File: config.mk
export PLATFORM = sky130hd
export DESIGN_NAME = keypad_event_encoder
export DESIGN_NICKNAME = d
export VERILOG_FILES = /design/src/rtl/keypad_pkg.sv /design/src/rtl/keypad_event_encoder_fifo.sv /design/src/rtl/keypad_event_encoder.sv
export SDC_FILE = /design/constraint.sdc
export NUM_CORES = 1
export LEC_CHECK = 0
export ABC_AREA = 1
export CAP_MARGIN = 20
export CORE_ASPECT_RATIO = 1.75
export CORE_MARGIN = 2
export CORE_UTILIZATION = 55
export CTS_CLUSTER_SIZE = 12
export DETAILED_ROUTE_END_ITERATION = 10
export HOLD_SLACK_MARGIN = 0.03
export PLACE_DENSITY_LB_ADDON = 0.2
export SYNTH_ARGS = -nofsm -noshare
export SYNTH_HDL_FRONTEND = slang
export SYNTH_SLANG_ARGS = --single-unit
File: constraint.sdc
create_clock -name clk -period 14.13 [get_ports clk]
set_input_delay 4.239 -clock clk [delete_from_list [all_inputs] [get_ports clk]]
set_output_delay 4.239 -clock clk [all_outputs]
set_load 0.1 [all_outputs]
File: src/rtl/keypad_pkg.sv
// Shared types and helpers for the keypad event encoder.
// Holds the FSM state enum plus the one-hot and popcount helpers.
package keypad_pkg;

  typedef enum logic [1:0] {
    IDLE,
    DEBOUNCE,
    HELD
  } state_t;

  // Helpers work on a fixed-width vector; callers zero-extend.
  localparam int KEY_MAX = 64;
  localparam int IDX_W   = 6;

  typedef struct packed {
    logic             is_onehot;
    logic [IDX_W-1:0] idx;
  } onehot_t;

  function automatic onehot_t onehot_index(
    input logic [KEY_MAX-1:0] v
  );
    onehot_t r;
    int      n;
    r = '0;
    n = 0;
    for (int i = 0; i < KEY_MAX; i++) begin
      if (v[i]) begin
        r.idx = IDX_W'(i);
        n++;
      end
    end
    r.is_onehot = (n == 1);
    return r;
  endfunction

  function automatic logic popcount_gt1(
    input logic [KEY_MAX-1:0] v
  );
    int n;
    n = 0;
    for (int i = 0; i < KEY_MAX; i++) begin
      n += int'(v[i]);
    end
    return n > 1;
  endfunction

endpackage

File: src/rtl/keypad_event_encoder_fifo.sv
// sync_fifo: first-word-fall-through queue, push/pop, exact count.
// Ports: clk, rst, push, din, pop, dout, full, empty, count.
module sync_fifo #(
  parameter int WIDTH = 4,
  parameter int DEPTH = 4
) (
  input  logic                       clk,
  input  logic                       rst,
  input  logic                       push,
  input  logic [WIDTH-1:0]           din,
  input  logic                       pop,
  output logic [WIDTH-1:0]           dout,
  output logic                       full,
  output logic                       empty,
  output logic [$clog2(DEPTH):0]     count
);

  localparam int AW = $clog2(DEPTH);
  localparam int CW = AW + 1;

  logic [WIDTH-1:0] mem [DEPTH];
  logic [AW-1:0]    wr_ptr;
  logic [AW-1:0]    rd_ptr;
  logic             do_push;
  logic             do_pop;

  assign empty = (count == '0);
  assign full  = (count == CW'(DEPTH));
  assign do_pop = pop && !empty;
  // A push into a full queue fits only if a pop frees a slot.
  assign do_push = push && (!full || do_pop);
  assign dout = empty ? '0 : mem[rd_ptr];

  always_ff @(posedge clk) begin
    if (do_push) begin
      mem[wr_ptr] <= din;
    end
  end

  always_ff @(posedge clk) begin
    if (rst) begin
      wr_ptr <= '0;
      rd_ptr <= '0;
      count  <= '0;
    end else begin
      if (do_push) begin
        wr_ptr <= wr_ptr + AW'(1);
      end
      if (do_pop) begin
        rd_ptr <= rd_ptr + AW'(1);
      end
      count <= count + CW'(do_push) - CW'(do_pop);
    end
  end

endmodule

File: src/rtl/keypad_event_encoder.sv
// Debounces a key-strobe bus and queues single-key presses as codes.
// Ports: clk, rst, key_in, evt_code/valid/ready/count, multi_err, overflow.
module keypad_event_encoder
  import keypad_pkg::*;
#(
  parameter int N_KEYS          = 16,
  parameter int CODE_W          = $clog2(N_KEYS),
  parameter int DEBOUNCE_CYCLES = 4,
  parameter int FIFO_DEPTH      = 4
) (
  input  logic                        clk,
  input  logic                        rst,
  input  logic [N_KEYS-1:0]           key_in,
  output logic [CODE_W-1:0]           evt_code,
  output logic                        evt_valid,
  input  logic                        evt_ready,
  output logic [$clog2(FIFO_DEPTH):0] evt_count,
  output logic                        multi_err,
  output logic                        overflow
);

  localparam int CNT_W = $clog2(DEBOUNCE_CYCLES + 1);
  localparam logic [CNT_W-1:0] CNT_MAX = CNT_W'(DEBOUNCE_CYCLES);

  logic [N_KEYS-1:0]  key_m;
  logic [N_KEYS-1:0]  key_s;
  logic [N_KEYS-1:0]  cand_q;
  logic [N_KEYS-1:0]  cand_d;
  state_t             state_q;
  state_t             state_d;
  logic [CNT_W-1:0]   cnt_q;
  logic [CNT_W-1:0]   cnt_d;
  logic               eval;
  logic [KEY_MAX-1:0] cand_ext;
  onehot_t            oh;
  logic               push;
  logic               pop;
  logic               full;
  logic               empty;
  logic               multi_d;
  logic               ovf_d;

  always_comb begin
    state_d = state_q;
    cand_d  = cand_q;
    cnt_d   = cnt_q;
    eval    = 1'b0;
    unique case (state_q)
      IDLE: begin
        if (key_s != '0) begin
          cand_d  = key_s;
          cnt_d   = CNT_W'(1);
          state_d = DEBOUNCE;
        end
      end
      DEBOUNCE: begin
        if (key_s == '0) begin
          cnt_d   = '0;
          state_d = IDLE;
        end else if (key_s != cand_q) begin
          cand_d = key_s;
          cnt_d  = CNT_W'(1);
        end else begin
          cnt_d = cnt_q + CNT_W'(1);
        end
      end
      HELD: begin
        // cnt counts consecutive released samples here.
        if (key_s != '0) begin
          cnt_d = '0;
        end else if (cnt_q + CNT_W'(1) == CNT_MAX) begin
          cnt_d   = '0;
          state_d = IDLE;
        end else begin
          cnt_d = cnt_q + CNT_W'(1);
        end
      end
      default: begin
        cnt_d   = '0;
        state_d = IDLE;
      end
    endcase
    // Shared exit covers the single-sample case straight from IDLE.
    if (state_d == DEBOUNCE && cnt_d == CNT_MAX) begin
      eval    = 1'b1;
      cnt_d   = '0;
      state_d = HELD;
    end
  end

  assign cand_ext = KEY_MAX'(cand_d);
  assign oh       = onehot_index(cand_ext);
  assign push     = eval && oh.is_onehot
                    && (oh.idx < IDX_W'(N_KEYS));
  assign multi_d  = eval && popcount_gt1(cand_ext);
  assign pop      = evt_valid && evt_ready;
  assign ovf_d    = push && full && !pop;
  assign evt_valid = !empty;

  always_ff @(posedge clk) begin
    if (rst) begin
      key_m     <= '0;
      key_s     <= '0;
      state_q   <= IDLE;
      cand_q    <= '0;
      cnt_q     <= '0;
      multi_err <= 1'b0;
      overflow  <= 1'b0;
    end else begin
      key_m     <= key_in;
      key_s     <= key_m;
      state_q   <= state_d;
      cand_q    <= cand_d;
      cnt_q     <= cnt_d;
      multi_err <= multi_d;
      overflow  <= ovf_d;
    end
  end

  sync_fifo #(
    .WIDTH (CODE_W),
    .DEPTH (FIFO_DEPTH)
  ) u_fifo (
    .clk   (clk),
    .rst   (rst),
    .push  (push),
    .din   (oh.idx[CODE_W-1:0]),
    .pop   (pop),
    .dout  (evt_code),
    .full  (full),
    .empty (empty),
    .count (evt_count)
  );

endmodule

**After elaboration in Yosys (flattened, before gate mapping)**

Memory sizes are Yosys's and may differ from the RTL's. A register that Yosys moved wholly into a read port is not among the register bits.
Index checks and enable logic that the tools add are counted.
W data, S select, Z words.

- Flip-flop bits (word level): 62
- Bits in latches: 0
- Memory bits (writable): 16
- Bits in read-only memories: 0
- Bits of input ports: 19
- Output and inout port bits: 10
- Word-level logic and storage cells: 128
- Memories: 1

- $add $sub $neg: 35
- $mul: 0
- Divide/modulo/power cells: 0
- Magnitude comparators: 2
- Equality and inequality tests: 8
- Shift operators: 0
- Multiplexer cells: 53
- Bitwise logic cells: 0
- Reductions and logical operators: 18

Memories:

| memory | depth | width | read ports | clocked after Yosys merged registers in | write ports | RTL line | source |
|---|---|---|---|---|---|---|---|
| u_fifo.mem | 4 | 4 | 1 | 1 | 1 | keypad_event_encoder_fifo.sv:21 | `logic [WIDTH-1:0] mem [DEPTH];` |

Operator list:

| cell | number |
|---|---|
| $add A32 B2 Y32 const B | 15 |
| $mux W32 | 15 |
| $mux W6 | 14 |
| $mux W16 | 3 |
| $eq A32 B2 Y1 const B | 1 |
| $pmux W16 S2 | 1 |
| $add A15 B1 Y16 | 1 |
| $gt A16 B1 Y1 const B | 1 |
| $logic_not A16 Y1 | 1 |
| $ne A16 B16 Y1 | 1 |
| $reduce_bool A16 Y1 | 1 |
| $add A14 B1 Y15 | 1 |
| $mux W3 | 5 |
| $add A13 B1 Y14 | 1 |
| $mux W2 | 7 |
| $add A12 B1 Y13 | 1 |
| $add A11 B1 Y12 | 1 |
| $add A10 B1 Y11 | 1 |
| $add A9 B1 Y10 | 1 |
| $add A8 B1 Y9 | 1 |
| $eq A3 B3 Y1 const B | 3 |
| $logic_and A1 B1 Y1 | 9 |
| $pmux W3 S3 | 1 |
| $add A7 B1 Y8 | 1 |
| other kinds (21) | 29 |

**Depth between registers and ports, before layout**

- Depth in word-level cells: 41
- Gate-level depth with buffers: 71
- Gate-level depth less buffers: 69

**Cells and area by module**

A second synthesis with hierarchy kept.

- Cells, all modules: 845
- Area total of the unflattened synthesis: 5850.6 µm²

Modules (own cells, without submodules):

| module | instances | cells each | area an instance (µm²) | seq. area each (µm²) |
|---|---|---|---|---|
| keypad_event_encoder | 1 | 729 | 4723.3 | 1101.1 |
| sync_fifo | 1 | 116 | 1127.3 | 660.6 |

**Worst setup path before layout**

Ideal clock, no wire load.

- Kind: reg-to-reg
- Start: register key_s[11]
- End: register u_fifo.count[2]
- Library setup time: 71 ps
- Arrival: 9843 ps
- Data required time: 14059 ps
- Path slack: 4216 ps
- Cell stages (with the launch flop): 70
- Path buffers: 2
- Clock period less this slack: 9914 ps
- Path through: dfxtp_1 > nor2_1 > nand2_1 > nor2_4 > nand2_4 > buf_6 > inv_2 > buf_2 > o221ai_1 > nand2_1 > o21ai_0 > ha_1 > nand3_1 > nand2_4 > inv_4 > nand2_1 > nand3_1 > nand2_1 > [34 not listed] > ha_1 > nand2_1 > o21ai_0 > ha_1 > nand2_1 > nor2_1 > nand3_1 > nor2_1 > nand3_1 > nand2_1 > nand2_1 > nand3_4 > inv_1 > ha_1 > fa_1 > inv_1 > o21ai_0 > a21oi_1

- Cells in the longest elaborated chain, start to end: 41
- Elaborated cells between the ends (all ways): 73
- Those cells by class: add/sub: 17; order compare: 1; eq/ne: 4; mux: 45; reduce/logical: 6

RTL lines:

| item | RTL line | source |
|---|---|---|
| start, declared | keypad_event_encoder.sv:26 | `logic [N_KEYS-1:0] key_s;` |
| start signal, assigned | keypad_event_encoder.sv:111 | `key_s <= key_m;` |
| $ne A16 B16 Y1 | keypad_event_encoder.sv:60 | `end else if (key_s != cand_q) begin` |
| $mux W16 | keypad_event_encoder.sv:60 |  |
| $mux W16 | keypad_event_encoder.sv:57 | `if (key_s == '0) begin` |
| $pmux W16 S2 | keypad_event_encoder.sv:48 | `unique case (state_q)` |
| $mux W1 | keypad_pkg.sv:28 | `if (v[i]) begin` |
| $add A32 B2 Y32 | keypad_pkg.sv:30 | `n++;` |
| $mux W32 | keypad_pkg.sv:28 |  |
| $add A32 B2 Y32 | keypad_pkg.sv:30 |  |
| [26 not listed] | n/a |  |
| $mux W32 | keypad_pkg.sv:28 |  |
| $eq A32 B2 Y1 | keypad_pkg.sv:33 | `r.is_onehot = (n == 1);` |
| $logic_and A1 B1 Y1 | keypad_event_encoder.sv:93 | `assign push = eval && oh.is_onehot` |
| $logic_and A1 B1 Y1 (*) | keypad_event_encoder.sv:94 | `&& (oh.idx < IDX_W'(N_KEYS));` |
| $logic_and A1 B1 Y1 (*) | keypad_event_encoder_fifo.sv:31 | `assign do_push = push && (!full \|\| do_pop);` |
| net u_fifo.do_push | keypad_event_encoder_fifo.sv:24 | `logic do_push;` |
| $add A3 B1 Y3 (*) | keypad_event_encoder_fifo.sv:52 | `count <= count + CW'(do_push) - CW'(do_pop);` |
| $sub A3 B1 Y3 (*) | keypad_event_encoder_fifo.sv:52 |  |
| end signal, assigned | keypad_event_encoder_fifo.sv:52 |  |
| end, declared | keypad_event_encoder_fifo.sv:15 | `output logic [$clog2(DEPTH):0] count` |

The timed path passes the listed nets; every way through them passes the cells marked *.
A chain may end at the register's enable or synchronous reset.

**Worst setup path after layout**

- Start: register key_s[11]
- End: register u_fifo.count[2]

- Cells in the longest elaborated chain, start to end: 41
- Elaborated cells between the ends (all ways): 73
- Those cells by class: add/sub: 17; order compare: 1; eq/ne: 4; mux: 45; reduce/logical: 6

RTL lines:

| item | RTL line | source |
|---|---|---|
| $ne A16 B16 Y1 | keypad_event_encoder.sv:60 |  |
| $mux W16 | keypad_event_encoder.sv:60 |  |
| $mux W16 | keypad_event_encoder.sv:57 |  |
| $pmux W16 S2 (*) | keypad_event_encoder.sv:48 |  |
| net cand_d[0] | keypad_event_encoder.sv:28 | `logic [N_KEYS-1:0] cand_d;` |
| $mux W1 (*) | keypad_pkg.sv:28 |  |
| $add A32 B2 Y32 | keypad_pkg.sv:30 |  |
| $mux W32 (*) | keypad_pkg.sv:28 |  |
| [27 not listed] | n/a |  |
| $mux W32 (*) | keypad_pkg.sv:28 |  |
| $eq A32 B2 Y1 (*) | keypad_pkg.sv:33 |  |
| $logic_and A1 B1 Y1 (*) | keypad_event_encoder.sv:93 |  |
| $logic_and A1 B1 Y1 (*) | keypad_event_encoder.sv:94 |  |
| $logic_and A1 B1 Y1 (*) | keypad_event_encoder_fifo.sv:31 |  |
| net u_fifo.do_push | keypad_event_encoder_fifo.sv:24 |  |
| $add A3 B1 Y3 (*) | keypad_event_encoder_fifo.sv:52 |  |
| $sub A3 B1 Y3 (*) | keypad_event_encoder_fifo.sv:52 |  |

Marked as above.

==> results list <==
* Share of post-route cells with drive strength above 1: 15.6%
- Post-route cell area: 6810 um^2
- Horizontal die dimension: 83.7 um
* Most frequent cells after synthesis: sky130_fd_sc_hd__nand2_1 (164), sky130_fd_sc_hd__inv_1 (148), sky130_fd_sc_hd__nor2_1 (129), sky130_fd_sc_hd__nand3_1 (65), sky130_fd_sc_hd__dfxtp_1 (64)
- For this run, design rule violations remaining after detail routing come to 0.
- The final hold violation count came to 0.
- Post-cts sizing count: 0
- The initial antenna violation count came to 0.
- Overall routed net length: 13.1 mm
- Final TNS setup: 0 ns
* GP Congestion: 0.876
- Summed over all cells, the static leakage comes to 3.42 nW.
- Setup repair after global routing left no endpoint under its margin.
* Crit end category: flip-flop
* Achievable frequency: 92.5 MHz
* Maximum buffer depth of the clock tree: 2
- Critical path type: reg -> reg
- Post-detailed-placement cell area: 6500 um^2
- Required time at the endpoint of the critical path: 14.40 ns
- Global routing used 23.0% of the available tracks.
- The number of pins with negative max-slew slack in the final report is 0.
* Most used cell, CP: sky130_fd_sc_hd__nand2_1
- Count of placed standard cells in the final layout, fillers left out: 1053
- During placement, the flow inserted port buffers numbering 28.
* Number of diodes: 0
- Path category of the worst min-delay check: reg -> reg
- Number of fillers in the final layout: 1010
- Period utilization: 76.5%
* DRT iter0 DRCs: 199
- First-pass GRT wire length: 22.5 mm
- A synthesized cell averages 6.86 um^2.
* Cells after Synth: 890
- Count of different cell masters after synthesis: 49
- Row cnt: 50
- FF+latch count, synth: 80
* Area occupied by multi-input gates: 3670 um^2
- During I/O placement, the number of pins put on the boundary was 29.
* Height of the die: 143 um
- Estimated wirelength of the detail-placed design: 10.6 mm
- Mapped cell area: 6110 um^2
- TritonCTS built the clock tree.
* Number of routed nets with antenna violations: 0
- The tool flagged a number of max-cap violations equal to 0.
- Floorplan die area: 12000 um^2
* Synth Warn #: 0
- Slew headroom: 34.1%
- Remaining global-route overflow: 0
- The detailed router placed 5430 vias in this run.
- Dividing total power by cell area gives a power density of 133 nW/um^2.
* Dominant cells by area after synthesis: sky130_fd_sc_hd__dfxtp_1 (21%), sky130_fd_sc_hd__nand2_1 (10%), sky130_fd_sc_hd__inv_1 (9.1%)
- The H-tree was split into 3 levels.
- Critical Path Start Type: flip-flop
- Worst-skew pair later-pin latency: 0.34 ns
- The worst-case IR drop observed on VDD is 0.175 mV.
- Entering global routing, the biggest net connects 56 pins.
- The most used flip-flop cell after synthesis is sky130_fd_sc_hd__dfxtp_1.
- Net count reported at finish: 977
- Library cell with the largest summed area after synthesis: sky130_fd_sc_hd__dfxtp_1
- The largest single stage delay on the critical path is 0.39 ns.
- The slowest stage of the critical path is the sky130_fd_sc_hd__fa_1 cell.
- In this run the worst path has a maximum fanout of 15.
* CTS root buffer: sky130_fd_sc_hd__clkbuf_16
- Area added between synthesis and finish: 11.4%
* Number of placed instances, taps included: 1037
- For this run, the share of the core covered by cells in the final layout is 63.3%.
- Crit path time final: 10.81 ns
- Sequential element share of the synthesized area: 28.8%
- In this run, synthesis inferred 16 flip-flops with an integrated enable.
* Measured slew at the worst slew-check pin: 0.986 ns
- The clock net in this run drives a total of 80 sinks.
- Post-CTS timing repair inserted 0 buffers for setup.
* Critical path data arrival time: 11.08 ns
- For this run, asynchronously set or reset flops after synthesis account for 0%.
- The pre-antenna-repair detailed-routing pass consisted of 4 iterations.
* Area taken by flip-flops and latches: 1760 um^2
* Clock Skew: 0.00786 ns
* Share of the synthesized area in the top cell type: 21.0%
* Clock buffers created by TritonCTS: 9
- Total nets after synthesis: 949
- Setup violations remaining at the end of the flow were counted as 0.
- Outcome: complete, no violations
* Hold buffers post-CTS: 0
* CTS clk-pin slew, worst paths: 0.07 ns
- Via density: 5.16
* Via count of the first global-routing pass: 5244
- Floorplan Core Area: 10800 um^2
* Cell with the most instances after synthesis: sky130_fd_sc_hd__nand2_1
- For this configuration, the core starts out at a cell density of 56.8%.
* Routed len/inst: 12.5 um
## registers in the layout, indices dropped and copies added (netlist names), named ones only
name / cells
u_fifo.count: 3
u_fifo.rd_ptr: 2
u_fifo.mem: 16
u_fifo.wr_ptr: 2
cnt_q: 3
multi_err: 1
cand_q: 16
key_m: 16
state_q: 2
key_s: 16
overflow: 1
## area by class of cell
cell class | count | area share (%)
repair buffers | 28 | 4.04
clock buffers | 10 | 3.51
well taps | 130 | 2.39
clock inverters | 6 | 1.08
flip-flops and latches | 80 | 25.9
multi-input cells | 633 | 53.9
inverters | 166 | 9.19
## routing by layer
layer  vias to the layer above  global-route usage (%)  routed length [um]
li1                       2848                       -                   -
met1                      2465                    21.6                4870
met2                        80                    47.4                7520
met3                        37                    3.62                 305
met4                         0                    10.0                 447
met5                         -                       0                   0
## critical path, delay by kind of cell, from the launching register on
family                     cells  cell delay [ns]
AOI/OAI and AO/OA              7             1.01
adders and majority gates     15             4.41
buffers and inverters          8             0.66
DFF                            1             0.33
and+or+nand+nor               37             4.35
## path summary, 6_finish.rpt
kind,end,startpoint,cells after the start,slack [ns]
worst max register to register,u_fifo.count[2]$_SDFF_PP0_,key_s[11]$_SDFF_PP0_,67,3.32
worst min register to register,key_s[2]$_SDFF_PP0_,key_m[2]$_SDFF_PP0_,2,0.40
worst max-delay path,u_fifo.count[2]$_SDFF_PP0_,key_s[11]$_SDFF_PP0_,67,3.32
worst min-delay path,key_s[2]$_SDFF_PP0_,key_m[2]$_SDFF_PP0_,2,0.40
## stage by stage
step                total power [W]  hold WS, ns  setup WS [ns]
global route               0.000967        0.417           2.44
detailed placement         0.000667        0.396           3.40
floorplan                  0.000582        0.388           4.22
global placement           0.000662        0.390           3.64
finish                     0.000904        0.404           3.32
CTS                        0.000910        0.405           3.31
## cells in the final DEF, fill, tap and decap left out, types with 11 or more instances in the layout
| master | instances |
|---|---|
| sky130_fd_sc_hd__a21oi_1 | 23 |
| sky130_fd_sc_hd__nand2_2 | 56 |
| sky130_fd_sc_hd__nor2_1 | 129 |
| sky130_fd_sc_hd__inv_1 | 148 |
| sky130_fd_sc_hd__xnor2_1 | 12 |
| sky130_fd_sc_hd__edfxtp_1 | 16 |
| sky130_fd_sc_hd__inv_2 | 16 |
| sky130_fd_sc_hd__nand3_2 | 21 |
| sky130_fd_sc_hd__fa_1 | 11 |
| sky130_fd_sc_hd__nand3_1 | 65 |
| sky130_fd_sc_hd__o21ai_0 | 28 |
| sky130_fd_sc_hd__dfxtp_1 | 64 |
| sky130_fd_sc_hd__ha_1 | 29 |
| sky130_fd_sc_hd__clkdlybuf4s50_1 | 27 |
| sky130_fd_sc_hd__nand2_1 | 164 |
## where the power goes
part | internal (W) | switching, W
logic | 0.000122 | 0.000278
clock network | 0.000144 | 0.0000967
registers | 0.000250 | 0.0000132
## cell families (layout without fill, tap and decap cells)
logic type / after synthesis / in the layout / synth area share, %
compound gates: 77 / 77 / 7.72
xor+xnor: 16 / 16 / 2.29
fa+ha+maj: 40 / 40 / 9.54
buf+inv: 177 / 210 / 11.1
flops: 80 / 80 / 28.8
mux: 4 / 4 / 0.655
simple gates: 496 / 496 / 39.9
Power figures use the tool's default switching activity.
